### config.mk
export PLATFORM = sky130hd
export DESIGN_NAME = axil2reg_bridge_flat
export DESIGN_NICKNAME = d
export VERILOG_FILES = /design/src/rtl/axil2reg_bridge_if.sv /design/src/rtl/axil2reg_bridge.sv /design/src/flat_wrapper.sv
export SDC_FILE = /design/constraint.sdc
export NUM_CORES = 1
export LEC_CHECK = 0
export ABC_CLOCK_PERIOD_IN_PS = 2170
export BUFFER_PORTS_ARGS = -buffer_cell sky130_fd_sc_hd__buf_2
export CAP_MARGIN = 10
export CORE_MARGIN = 5
export CORE_UTILIZATION = 50
export CTS_BUF_LIST = sky130_fd_sc_hd__clkbuf_4 sky130_fd_sc_hd__clkbuf_8
export CTS_CLUSTER_DIAMETER = 200
export DETAILED_ROUTE_END_ITERATION = 6
export GPL_TIMING_DRIVEN = 0
export HOLD_SLACK_MARGIN = 0.08
export PLACE_DENSITY_LB_ADDON = 0.08
export SYNTH_ARGS = -nofsm -noshare
export SYNTH_HDL_FRONTEND = slang
export SYNTH_SLANG_ARGS = --single-unit
### constraint.sdc
create_clock -name clk -period 2.17 [get_ports clk]
set_input_delay 0.1085 -clock clk [delete_from_list [all_inputs] [get_ports clk]]
set_output_delay 0.1085 -clock clk [all_outputs]
set_load 0.03 [all_outputs]
### src/rtl/axil2reg_bridge_if.sv
// Bus interfaces for the AXI4-Lite to register-bus bridge.
// AXI4Lite carries the five AXI4-Lite channels; REG_BUS is a pulse-strobed register port.

interface AXI4Lite #(
    parameter int unsigned ADDR_WIDTH = 32,
    parameter int unsigned DATA_WIDTH = 32
);
    logic [ADDR_WIDTH-1:0]   awaddr;
    logic [2:0]              awprot;
    logic                    awvalid;
    logic                    awready;
    logic [DATA_WIDTH-1:0]   wdata;
    logic [DATA_WIDTH/8-1:0] wstrb;
    logic                    wvalid;
    logic                    wready;
    logic [1:0]              bresp;
    logic                    bvalid;
    logic                    bready;
    logic [ADDR_WIDTH-1:0]   araddr;
    logic [2:0]              arprot;
    logic                    arvalid;
    logic                    arready;
    logic [DATA_WIDTH-1:0]   rdata;
    logic [1:0]              rresp;
    logic                    rvalid;
    logic                    rready;

    modport slave (
        input  awaddr, awprot, awvalid, wdata, wstrb, wvalid, bready,
               araddr, arprot, arvalid, rready,
        output awready, wready, bresp, bvalid, arready, rdata, rresp, rvalid
    );

    modport master (
        output awaddr, awprot, awvalid, wdata, wstrb, wvalid, bready,
               araddr, arprot, arvalid, rready,
        input  awready, wready, bresp, bvalid, arready, rdata, rresp, rvalid
    );
endinterface

interface REG_BUS #(
    parameter int unsigned ADDR_WIDTH = 32,
    parameter int unsigned DATA_WIDTH = 32
);
    logic                    wren;
    logic [ADDR_WIDTH-1:0]   waddr;
    logic [DATA_WIDTH-1:0]   wdata;
    logic [DATA_WIDTH/8-1:0] wstrb;
    logic                    rden;
    logic [ADDR_WIDTH-1:0]   raddr;
    logic [DATA_WIDTH-1:0]   rdata;
    logic                    rvld;

    modport master (
        output wren, waddr, wdata, wstrb, rden, raddr,
        input  rdata, rvld
    );

    modport slave (
        input  wren, waddr, wdata, wstrb, rden, raddr,
        output rdata, rvld
    );
endinterface

### src/rtl/axil2reg_bridge.sv
// AXI4-Lite responder that turns each write/read into a single-cycle register-bus strobe.
// Independent write and read FSMs, one transaction of each kind in flight.

module axil2reg_bridge #(
    parameter int unsigned ADDR_WIDTH = 32,
    parameter int unsigned DATA_WIDTH = 32,
    parameter int unsigned RD_TIMEOUT = 255
) (
    input logic    clk,
    input logic    rst,
    AXI4Lite.slave s_axil,
    REG_BUS.master m_reg
);
    localparam int unsigned STRB_W = DATA_WIDTH / 8;
    localparam int unsigned CNT_W  = $clog2(RD_TIMEOUT + 1);
    localparam logic [1:0]  OKAY   = 2'b00;
    localparam logic [1:0]  SLVERR = 2'b10;

    typedef enum logic [1:0] {W_IDLE, W_ISSUE, W_RESP} wstate_t;
    typedef enum logic [1:0] {R_IDLE, R_ISSUE, R_WAIT, R_RESP} rstate_t;

    wstate_t               wstate;
    rstate_t               rstate;
    logic                  have_aw;
    logic                  have_w;
    logic [ADDR_WIDTH-1:0] awaddr_q;
    logic [DATA_WIDTH-1:0] wdata_q;
    logic [STRB_W-1:0]     wstrb_q;
    logic [CNT_W-1:0]      wait_cnt;

    logic                  aw_hs;
    logic                  w_hs;
    logic                  ar_hs;
    logic                  aw_got;
    logic                  w_got;
    logic [ADDR_WIDTH-1:0] issue_addr;
    logic [DATA_WIDTH-1:0] issue_data;
    logic [STRB_W-1:0]     issue_strb;
    logic                  unused_prot;

    assign aw_hs  = s_axil.awvalid & s_axil.awready;
    assign w_hs   = s_axil.wvalid & s_axil.wready;
    assign ar_hs  = s_axil.arvalid & s_axil.arready;
    assign aw_got = have_aw | aw_hs;
    assign w_got  = have_w | w_hs;

    // A handshake in the completing cycle bypasses the capture registers
    assign issue_addr = aw_hs ? s_axil.awaddr : awaddr_q;
    assign issue_data = w_hs ? s_axil.wdata : wdata_q;
    assign issue_strb = w_hs ? s_axil.wstrb : wstrb_q;

    assign unused_prot = ^{s_axil.awprot, s_axil.arprot};

    // Write FSM: collect AW and W in any order, pulse wren, then return OKAY on B
    always_ff @(posedge clk) begin
        if (rst) begin
            wstate         <= W_IDLE;
            have_aw        <= 1'b0;
            have_w         <= 1'b0;
            awaddr_q       <= '0;
            wdata_q        <= '0;
            wstrb_q        <= '0;
            s_axil.awready <= 1'b0;
            s_axil.wready  <= 1'b0;
            s_axil.bvalid  <= 1'b0;
            s_axil.bresp   <= OKAY;
            m_reg.wren     <= 1'b0;
            m_reg.waddr    <= '0;
            m_reg.wdata    <= '0;
            m_reg.wstrb    <= '0;
        end else begin
            m_reg.wren  <= 1'b0;
            m_reg.waddr <= '0;
            m_reg.wdata <= '0;
            m_reg.wstrb <= '0;
            case (wstate)
                W_IDLE: begin
                    if (aw_hs) awaddr_q <= s_axil.awaddr;
                    if (w_hs) begin
                        wdata_q <= s_axil.wdata;
                        wstrb_q <= s_axil.wstrb;
                    end
                    if (aw_got && w_got) begin
                        wstate         <= W_ISSUE;
                        have_aw        <= 1'b0;
                        have_w         <= 1'b0;
                        s_axil.awready <= 1'b0;
                        s_axil.wready  <= 1'b0;
                        m_reg.wren     <= 1'b1;
                        m_reg.waddr    <= issue_addr;
                        m_reg.wdata    <= issue_data;
                        m_reg.wstrb    <= issue_strb;
                    end else begin
                        have_aw        <= aw_got;
                        have_w         <= w_got;
                        s_axil.awready <= ~aw_got;
                        s_axil.wready  <= ~w_got;
                    end
                end
                W_ISSUE: begin
                    wstate        <= W_RESP;
                    s_axil.bvalid <= 1'b1;
                    s_axil.bresp  <= OKAY;
                end
                W_RESP: begin
                    if (s_axil.bready) begin
                        wstate         <= W_IDLE;
                        s_axil.bvalid  <= 1'b0;
                        s_axil.awready <= 1'b1;
                        s_axil.wready  <= 1'b1;
                    end
                end
                default: wstate <= W_IDLE;
            endcase
        end
    end

    // Read FSM: pulse rden, take the first rvld or time out with SLVERR
    always_ff @(posedge clk) begin
        if (rst) begin
            rstate         <= R_IDLE;
            wait_cnt       <= '0;
            s_axil.arready <= 1'b0;
            s_axil.rvalid  <= 1'b0;
            s_axil.rdata   <= '0;
            s_axil.rresp   <= OKAY;
            m_reg.rden     <= 1'b0;
            m_reg.raddr    <= '0;
        end else begin
            m_reg.rden  <= 1'b0;
            m_reg.raddr <= '0;
            case (rstate)
                R_IDLE: begin
                    s_axil.arready <= 1'b1;
                    if (ar_hs) begin
                        rstate         <= R_ISSUE;
                        s_axil.arready <= 1'b0;
                        m_reg.rden     <= 1'b1;
                        m_reg.raddr    <= s_axil.araddr;
                    end
                end
                R_ISSUE: begin
                    wait_cnt <= '0;
                    if (m_reg.rvld) begin
                        rstate        <= R_RESP;
                        s_axil.rvalid <= 1'b1;
                        s_axil.rdata  <= m_reg.rdata;
                        s_axil.rresp  <= OKAY;
                    end else begin
                        rstate <= R_WAIT;
                    end
                end
                R_WAIT: begin
                    if (m_reg.rvld) begin
                        rstate        <= R_RESP;
                        s_axil.rvalid <= 1'b1;
                        s_axil.rdata  <= m_reg.rdata;
                        s_axil.rresp  <= OKAY;
                    end else if (wait_cnt == CNT_W'(RD_TIMEOUT - 1)) begin
                        rstate        <= R_RESP;
                        s_axil.rvalid <= 1'b1;
                        s_axil.rdata  <= DATA_WIDTH'(32'hDEAD_BEEF);
                        s_axil.rresp  <= SLVERR;
                    end else begin
                        wait_cnt <= wait_cnt + CNT_W'(1);
                    end
                end
                R_RESP: begin
                    if (s_axil.rready) begin
                        rstate         <= R_IDLE;
                        s_axil.rvalid  <= 1'b0;
                        s_axil.rdata   <= '0;
                        s_axil.rresp   <= OKAY;
                        s_axil.arready <= 1'b1;
                    end
                end
                default: rstate <= R_IDLE;
            endcase
        end
    end
endmodule
### src/flat_wrapper.sv
// flat-port wrapper written by rule: the top's interface ports become plain ports
module axil2reg_bridge_flat 
#(
    parameter int unsigned ADDR_WIDTH = 32,
    parameter int unsigned DATA_WIDTH = 32,
    parameter int unsigned RD_TIMEOUT = 255
)
  (clk, rst, s_axil_awaddr, s_axil_awprot, s_axil_awvalid, s_axil_wdata, s_axil_wstrb, s_axil_wvalid, s_axil_bready, s_axil_araddr, s_axil_arprot, s_axil_arvalid, s_axil_rready, s_axil_awready, s_axil_wready, s_axil_bresp, s_axil_bvalid, s_axil_arready, s_axil_rdata, s_axil_rresp, s_axil_rvalid, m_reg_wren, m_reg_waddr, m_reg_wdata, m_reg_wstrb, m_reg_rden, m_reg_raddr, m_reg_rdata, m_reg_rvld);
  AXI4Lite #(.ADDR_WIDTH(ADDR_WIDTH), .DATA_WIDTH(DATA_WIDTH)) s_axil_i ();
  REG_BUS #(.ADDR_WIDTH(ADDR_WIDTH), .DATA_WIDTH(DATA_WIDTH)) m_reg_i ();
  input logic clk;
  input logic rst;
  input wire logic [$bits(s_axil_i.awaddr)-1:0] s_axil_awaddr;
  input wire logic [$bits(s_axil_i.awprot)-1:0] s_axil_awprot;
  input wire logic [$bits(s_axil_i.awvalid)-1:0] s_axil_awvalid;
  input wire logic [$bits(s_axil_i.wdata)-1:0] s_axil_wdata;
  input wire logic [$bits(s_axil_i.wstrb)-1:0] s_axil_wstrb;
  input wire logic [$bits(s_axil_i.wvalid)-1:0] s_axil_wvalid;
  input wire logic [$bits(s_axil_i.bready)-1:0] s_axil_bready;
  input wire logic [$bits(s_axil_i.araddr)-1:0] s_axil_araddr;
  input wire logic [$bits(s_axil_i.arprot)-1:0] s_axil_arprot;
  input wire logic [$bits(s_axil_i.arvalid)-1:0] s_axil_arvalid;
  input wire logic [$bits(s_axil_i.rready)-1:0] s_axil_rready;
  output wire logic [$bits(s_axil_i.awready)-1:0] s_axil_awready;
  output wire logic [$bits(s_axil_i.wready)-1:0] s_axil_wready;
  output wire logic [$bits(s_axil_i.bresp)-1:0] s_axil_bresp;
  output wire logic [$bits(s_axil_i.bvalid)-1:0] s_axil_bvalid;
  output wire logic [$bits(s_axil_i.arready)-1:0] s_axil_arready;
  output wire logic [$bits(s_axil_i.rdata)-1:0] s_axil_rdata;
  output wire logic [$bits(s_axil_i.rresp)-1:0] s_axil_rresp;
  output wire logic [$bits(s_axil_i.rvalid)-1:0] s_axil_rvalid;
  output wire logic [$bits(m_reg_i.wren)-1:0] m_reg_wren;
  output wire logic [$bits(m_reg_i.waddr)-1:0] m_reg_waddr;
  output wire logic [$bits(m_reg_i.wdata)-1:0] m_reg_wdata;
  output wire logic [$bits(m_reg_i.wstrb)-1:0] m_reg_wstrb;
  output wire logic [$bits(m_reg_i.rden)-1:0] m_reg_rden;
  output wire logic [$bits(m_reg_i.raddr)-1:0] m_reg_raddr;
  input wire logic [$bits(m_reg_i.rdata)-1:0] m_reg_rdata;
  input wire logic [$bits(m_reg_i.rvld)-1:0] m_reg_rvld;
  assign s_axil_i.awaddr = s_axil_awaddr;
  assign s_axil_i.awprot = s_axil_awprot;
  assign s_axil_i.awvalid = s_axil_awvalid;
  assign s_axil_i.wdata = s_axil_wdata;
  assign s_axil_i.wstrb = s_axil_wstrb;
  assign s_axil_i.wvalid = s_axil_wvalid;
  assign s_axil_i.bready = s_axil_bready;
  assign s_axil_i.araddr = s_axil_araddr;
  assign s_axil_i.arprot = s_axil_arprot;
  assign s_axil_i.arvalid = s_axil_arvalid;
  assign s_axil_i.rready = s_axil_rready;
  assign s_axil_awready = s_axil_i.awready;
  assign s_axil_wready = s_axil_i.wready;
  assign s_axil_bresp = s_axil_i.bresp;
  assign s_axil_bvalid = s_axil_i.bvalid;
  assign s_axil_arready = s_axil_i.arready;
  assign s_axil_rdata = s_axil_i.rdata;
  assign s_axil_rresp = s_axil_i.rresp;
  assign s_axil_rvalid = s_axil_i.rvalid;
  assign m_reg_wren = m_reg_i.wren;
  assign m_reg_waddr = m_reg_i.waddr;
  assign m_reg_wdata = m_reg_i.wdata;
  assign m_reg_wstrb = m_reg_i.wstrb;
  assign m_reg_rden = m_reg_i.rden;
  assign m_reg_raddr = m_reg_i.raddr;
  assign m_reg_i.rdata = m_reg_rdata;
  assign m_reg_i.rvld = m_reg_rvld;
  axil2reg_bridge #(.ADDR_WIDTH(ADDR_WIDTH), .DATA_WIDTH(DATA_WIDTH), .RD_TIMEOUT(RD_TIMEOUT)) u_core (.clk(clk), .rst(rst), .s_axil(s_axil_i), .m_reg(m_reg_i));
endmodule
# Yosys cells after proc, flatten, opt, wreduce, memory -nomap -nowiden
# Index checks and enable logic that the tools add are counted.
[word_totals]
register_bits = 223
out_inout_bits = 143
elab_cells = 109
[classes]
n_addsub = 1
eq_ne = 14
mux = 43
bitwise_logic = 11
reduce_logical = 19
[op_table]
columns = ["op", "n"]
rows = [
  ["two-way mux 32 bit", 6],
  ["one-hot mux 32 bit (3 select lines)", 1],
  ["two-way mux 2 bit", 9],
  ["two-way mux 8 bit", 2],
  ["one-hot mux 8 bit (2 select lines)", 1],
  ["two-way mux 1 bit", 15],
  ["one-hot mux 2 bit (3 select lines)", 2],
  ["!= test 2 bit (second input constant)", 5],
  ["adder 8 x 1 -> 8 bit (second input constant)", 1],
  ["equality test 8 bit (second input constant)", 1],
  ["one-hot mux 1 bit (2 select lines)", 4],
  ["one-hot mux 2 bit (4 select lines)", 1],
  ["AND reduction 2 bit", 4],
  ["nonzero test 2 bit", 4],
  ["equality test 2 bit (second input constant)", 3],
  ["inverter 1 bit", 6],
  ["AND reduction 3 bit", 2],
  ["OR reduction 3 bit", 2],
  ["equality test 2 x 1 -> 1 bit (second input constant)", 2],
  ["logical NOT 2 bit", 2],
  ["two-way mux 4 bit", 1],
  ["!= test 2 x 1 -> 1 bit (second input constant)", 2],
  ["AND reduction 4 bit", 1],
  ["OR reduction 2 bit", 2],
  ["other kinds (6)", 9],
]

# Logic depth before layout (Yosys ltp)
[logic_depth]
depth_word = 5
ltp_mapped = 8

# Worst setup path before layout
# Ideal clock, no wire load.
[synth_path]
path_type = "reg-to-reg"
from = "reg u_core.rstate[0]"
to = "reg u_core.s_axil.rdata[14]"
setup_time_ps = 116
arrival_time_ps = 1622
required_ps = 2054
path_slack_ps = 432
path_stages_with_launch = 9
period_less_slack_ps = 1738
path_cell_list = "dfxtp_1 -> inv_1 -> ha_1 -> nand2b_1 -> clkbuf_1 -> and3_1 -> clkbuf_1 -> and4_1 -> a31o_2"
[synth_between]
elab_chain_len = 3
elab_cells_between_ends = 9
cone_classes = "6 x eq/ne; 1 x mux; 2 x reduce/logical"
[synth_rtl]
columns = ["item", "line", "source"]
rows = [
  ["start: declaration", "axil2reg_bridge.sv:23", "rstate_t rstate;"],
  ["start signal: assignment", "axil2reg_bridge.sv:121", "rstate <= R_IDLE;"],
  ["start signal: assignment", "axil2reg_bridge.sv:136", "rstate <= R_ISSUE;"],
  ["start signal: assignment", "axil2reg_bridge.sv:145", "rstate <= R_RESP;"],
  ["equality test 2 bit / equality test 2 x 1 -> 1 bit (equally long branches)", "axil2reg_bridge.sv:132", "case (rstate)"],
  ["!= test 3 x 2 -> 1 bit (no line) (tied with other cells)", "n/a", ""],
  ["AND reduction 4 bit (no line)", "n/a", ""],
  ["end: declaration", "axil2reg_bridge_if.sv:31", "output awready, wready, bresp, bvalid, arready, rdata, rresp, rvalid"],
]
# Several ways; a longest one is shown, not always the timed one.
# A chain may end at the register's enable or synchronous reset.

# Worst setup path in the final report
[layout_path]
from = "reg u_core.rstate[0]"
to = "reg u_core.s_axil.rdata[5]"
# Same word-level chain as after synthesis.

==> results by group <==
Logic synthesis
  – Yosys cell types: 46
  – Yosys warnings: 0
  – Mapped Area: 0.00813 mm^2
  – Post-synth top cells: nand2_1 (308), dfxtp_1 (222), a21oi_1 (121), a21oi_2 (49), and2_1 (36)
  – Syn_area_per_cell: 8.79 um^2
  – Ys flop type: dfxtp_1
  – Register bit count reported by yosys: 222
  – Top post-synthesis cells by area: dfxtp_1 (55%), nand2_1 (14%), a21oi_1 (7.5%)
  – Most common cell in the netlist: nand2_1
  – Async SR Flop Fraction: 0%
  – Seq/Total Area, Yosys: 54.7%
  – Post-synth EDFFs: 0
  – Synth area leader: dfxtp_1
  – Share of the synthesized area in the top cell type: 54.7%
  – Syn Inst Count: 924

Setup path
  – Crit path arrival time: 2.46 ns
  – Cell Chain, Critical Path: inv_1 > ha_1 > nand2b_1 > clkbuf_1 > clkbuf_1 > nand2_1 > a211oi_1
  – Crit. path cell count: 7
  – Crit-path slowest cell: clkbuf_1
  – Reg2reg end: u_core.s_axil.rdata[5]
  – Reg-to-Reg Start: u_core.rstate[0]
  – Crit path top cell by count: clkbuf_1
  – Crit path max fanout: 10
  – Critical Path Sink Type: flip-flop
  – CP delay by family, top: buffers and inverters
  – Number of cells on the worst reg-to-reg path: 7
  – CP Launch Type: flip-flop
  – CP Class: reg -> reg
  – Worst endpoint required time: 2.57 ns
  – Internal reg-to-reg setup slack: 0.11 ns
  – Crit path largest cell delay: 0.41 ns
  – Bufs and invs on worst path: 3

Timing
  – Setup violators final: 0
  – Period utilization: 94.7%
  – Clk_skew: 0.0175 ns
  – Hold Fails Final Rpt: 0
  – Setup TNS: 0 ns
  – Normalized max-slew margin: 55.9%
  – Final Critical Period: 2.06 ns
  – Slew Viols, Final: 0
  – Slew @ Worst Pin: 0.659 ns
  – Fmax: 486 MHz
  – RSZ-0062 raised after global routing: false

Cells and area
  – # fillers: 1207
  – Fin nets: 1532
  – Finished Core Util: 74.8%
  – Layout cell share with drive strength beyond 1: 31.2%
  – Area grow syn2layout: 46.7%

Routing
  – First drt pass iteration count: 5
  – Vias per cell: 4.94
  – Routed Antenna Nets: 0
  – Routed WL per cell: 14.7 um
  – # DRC: 0
  – Initial detailed-routing violation count: 371
  – Via count: 7998
  – Aggregate routed wire length: 23800 um

Floorplan
  – Site Rows: 46
  – Die area: 0.0189 mm^2
  – Core ar.: 0.0159 mm^2
  – Initial Util: 51.0%
  – Die Y: 137 um
  – I/O Pins: 289
  – Chip width: 137 um

Global route
  – First-pass GRT wire length: 37400 um
  – Largest net degree at the start of global routing: 11
  – Initial antenna violation count: 1
  – Vias in the first global route: 7856
  – Congestion Overflow GR: 0
  – Global Route Usage Sum: 24.3%

Outcome
  – Status: completed

Clock network
  – TritonCTS clock tree: yes
  – CTS Sinks: 222
  – Root buffer cell: clkbuf_8
  – TritonCTS buffer count: 36
  – Clk buf depth: 3
  – Clk slew on worst S/H paths: 0.06 ns
  – Worst skew pair latency: 0.52 ns
  – H-tree depth: 2
  – Setup Fix Bufs, Post-CTS: 0

Pwr
  – LEAKAGE: 5.20 nW
  – Max VDD drop: 0.000893 V
  – Power Density: 953 mW/mm^2
  – Tot Pwr: 11.4 mW

Hold path
  – Hold endpoint: u_core.s_axil.arready
  – Hold Crit Start: s_axil_rready
  – HP Class: in -> reg
  – Hold Crit Depth: 5

Placement
  – Port bufs: 278
  – Gpl congestion: 0.837
  – DP HPWL: 15200 um

Run
  – Max-Cap Viols: 0
-- area by class of cell --
class	instances	area (um^2)	share of cell area (%)
repair buffers	415	2760	23.2
multi-input cells	626	3290	27.6
diodes	2	5.00	0.0420
plain buffers	69	369	3.10
clock buffers	58	729	6.12
clock inverters	3	20.0	0.168
flip-flops and latches	222	4440	37.3
well taps	216	270	2.27
inverters	9	33.8	0.283
-- power by group --
part | internal, mW | switching (mW)
sequential | 4.47 | 0.191
clock | 2.12 | 1.60
combinational | 1.10 | 1.87
total | 7.69 | 3.67
-- worst max-delay path by stage --
stage,start,endpoint,slack [ns]
4_1_cts,u_core.rstate[1],u_core.s_axil.rdata[21],0.18
2_1_floorplan,u_core.rstate[0],u_core.s_axil.rdata[14],0.43
3_3_place_gp,u_core.rstate[1],u_core.s_axil.rdata[12],0.22
6_report,u_core.rstate[0],u_core.s_axil.rdata[5],0.11
5_1_grt,u_core.rstate[0],u_core.s_axil.rdata[21],0.007
3_5_place_dp,u_core.rstate[1],u_core.s_axil.rdata[21],0.20
-- layer usage --
metal  wire length, um  global-route usage (%)  vias up
li1                  -                       -     3966
met1              9460                    29.5     3690
met2             11900                    42.0      285
met3              1820                    5.48       57
met4               682                    9.09        0
met5                 0                       0        -
-- state kept, by name (all words and copies together), names as in the netlist, 2 cells and up --
signal	count
u_core.awaddr_q	32
u_core.m_reg.raddr	32
u_core.m_reg.waddr	32
u_core.m_reg.wdata	32
u_core.s_axil.rdata	32
u_core.wdata_q	32
u_core.wait_cnt	8
u_core.m_reg.wstrb	4
u_core.wstrb_q	4
u_core.rstate	2
u_core.wstate	2
-- worst reg2reg max path, delay by kind of cell (launching register included) --
kind	cells	cell delay (ns)
buffers and inverters	3	0.84
flip-flops	1	0.33
AO/OA/AOI/OAI	1	0.31
AND/OR/NAND/NOR	2	0.24
adder cells (fa/ha/maj)	1	0.22
-- placed cells by master (no fill, tap or decap), drive strengths merged, types with 2 or more instances in the layout --
cell / Yosys / routed
a211oi: 26 / 26
a21oi: 170 / 170
a221oi: 2 / 2
a31o: 9 / 9
and2: 37 / 37
and3: 2 / 2
and4: 9 / 9
buf: 34 / 313
clkbuf: 35 / 92
clkinvlp: 0 / 2
conb: 1 / 3
dfxtp: 222 / 222
diode: 0 / 2
dlygate4sd3: 0 / 137
ha: 7 / 7
inv: 9 / 9
mux2i: 2 / 2
nand2: 310 / 310
nand2b: 5 / 5
nand3: 6 / 6
nor2: 8 / 8
nor2b: 2 / 2
nor3: 7 / 7
o211ai: 2 / 2
o21a: 4 / 4
-- cell families (layout without fill, tap and decap cells) --
kind of cell	Yosys count	after routing	synth area share, %
flops	222	222	54.7
mux	2	2	0.246
xor+xnor	1	1	0.108
simple gates	391	391	20.8
fa+ha+maj	7	7	1.08
other cells	1	5	0.0461
compound gates	222	222	18.1
buf+inv	78	554	4.96
-- metrics by stage --
stage / cells / hold WS [ns] / worst slack, ns / cell area [um^2]
after CTS: 1618 / 0.184 / 0.178 / 11900
after detailed placement: 1420 / 0.310 / 0.200 / 9800
after global placement: 1420 / 0.308 / 0.221 / 9800
final: 1620 / 0.215 / 0.114 / 11900
after floorplan: 926 / 0.220 / 0.432 / 8130
after global routing: 1619 / 0.247 / 0.00745 / 11900
-- what timing repair did --
item / in CTS / in global routing
hold endpoints to repair: 207 / 0
setup endpoints to repair: 0 / 3
hold buffers: 137 / 0
gates resized for setup: 0 / 1
No activity file was read; power rests on OpenSTA's default activity.
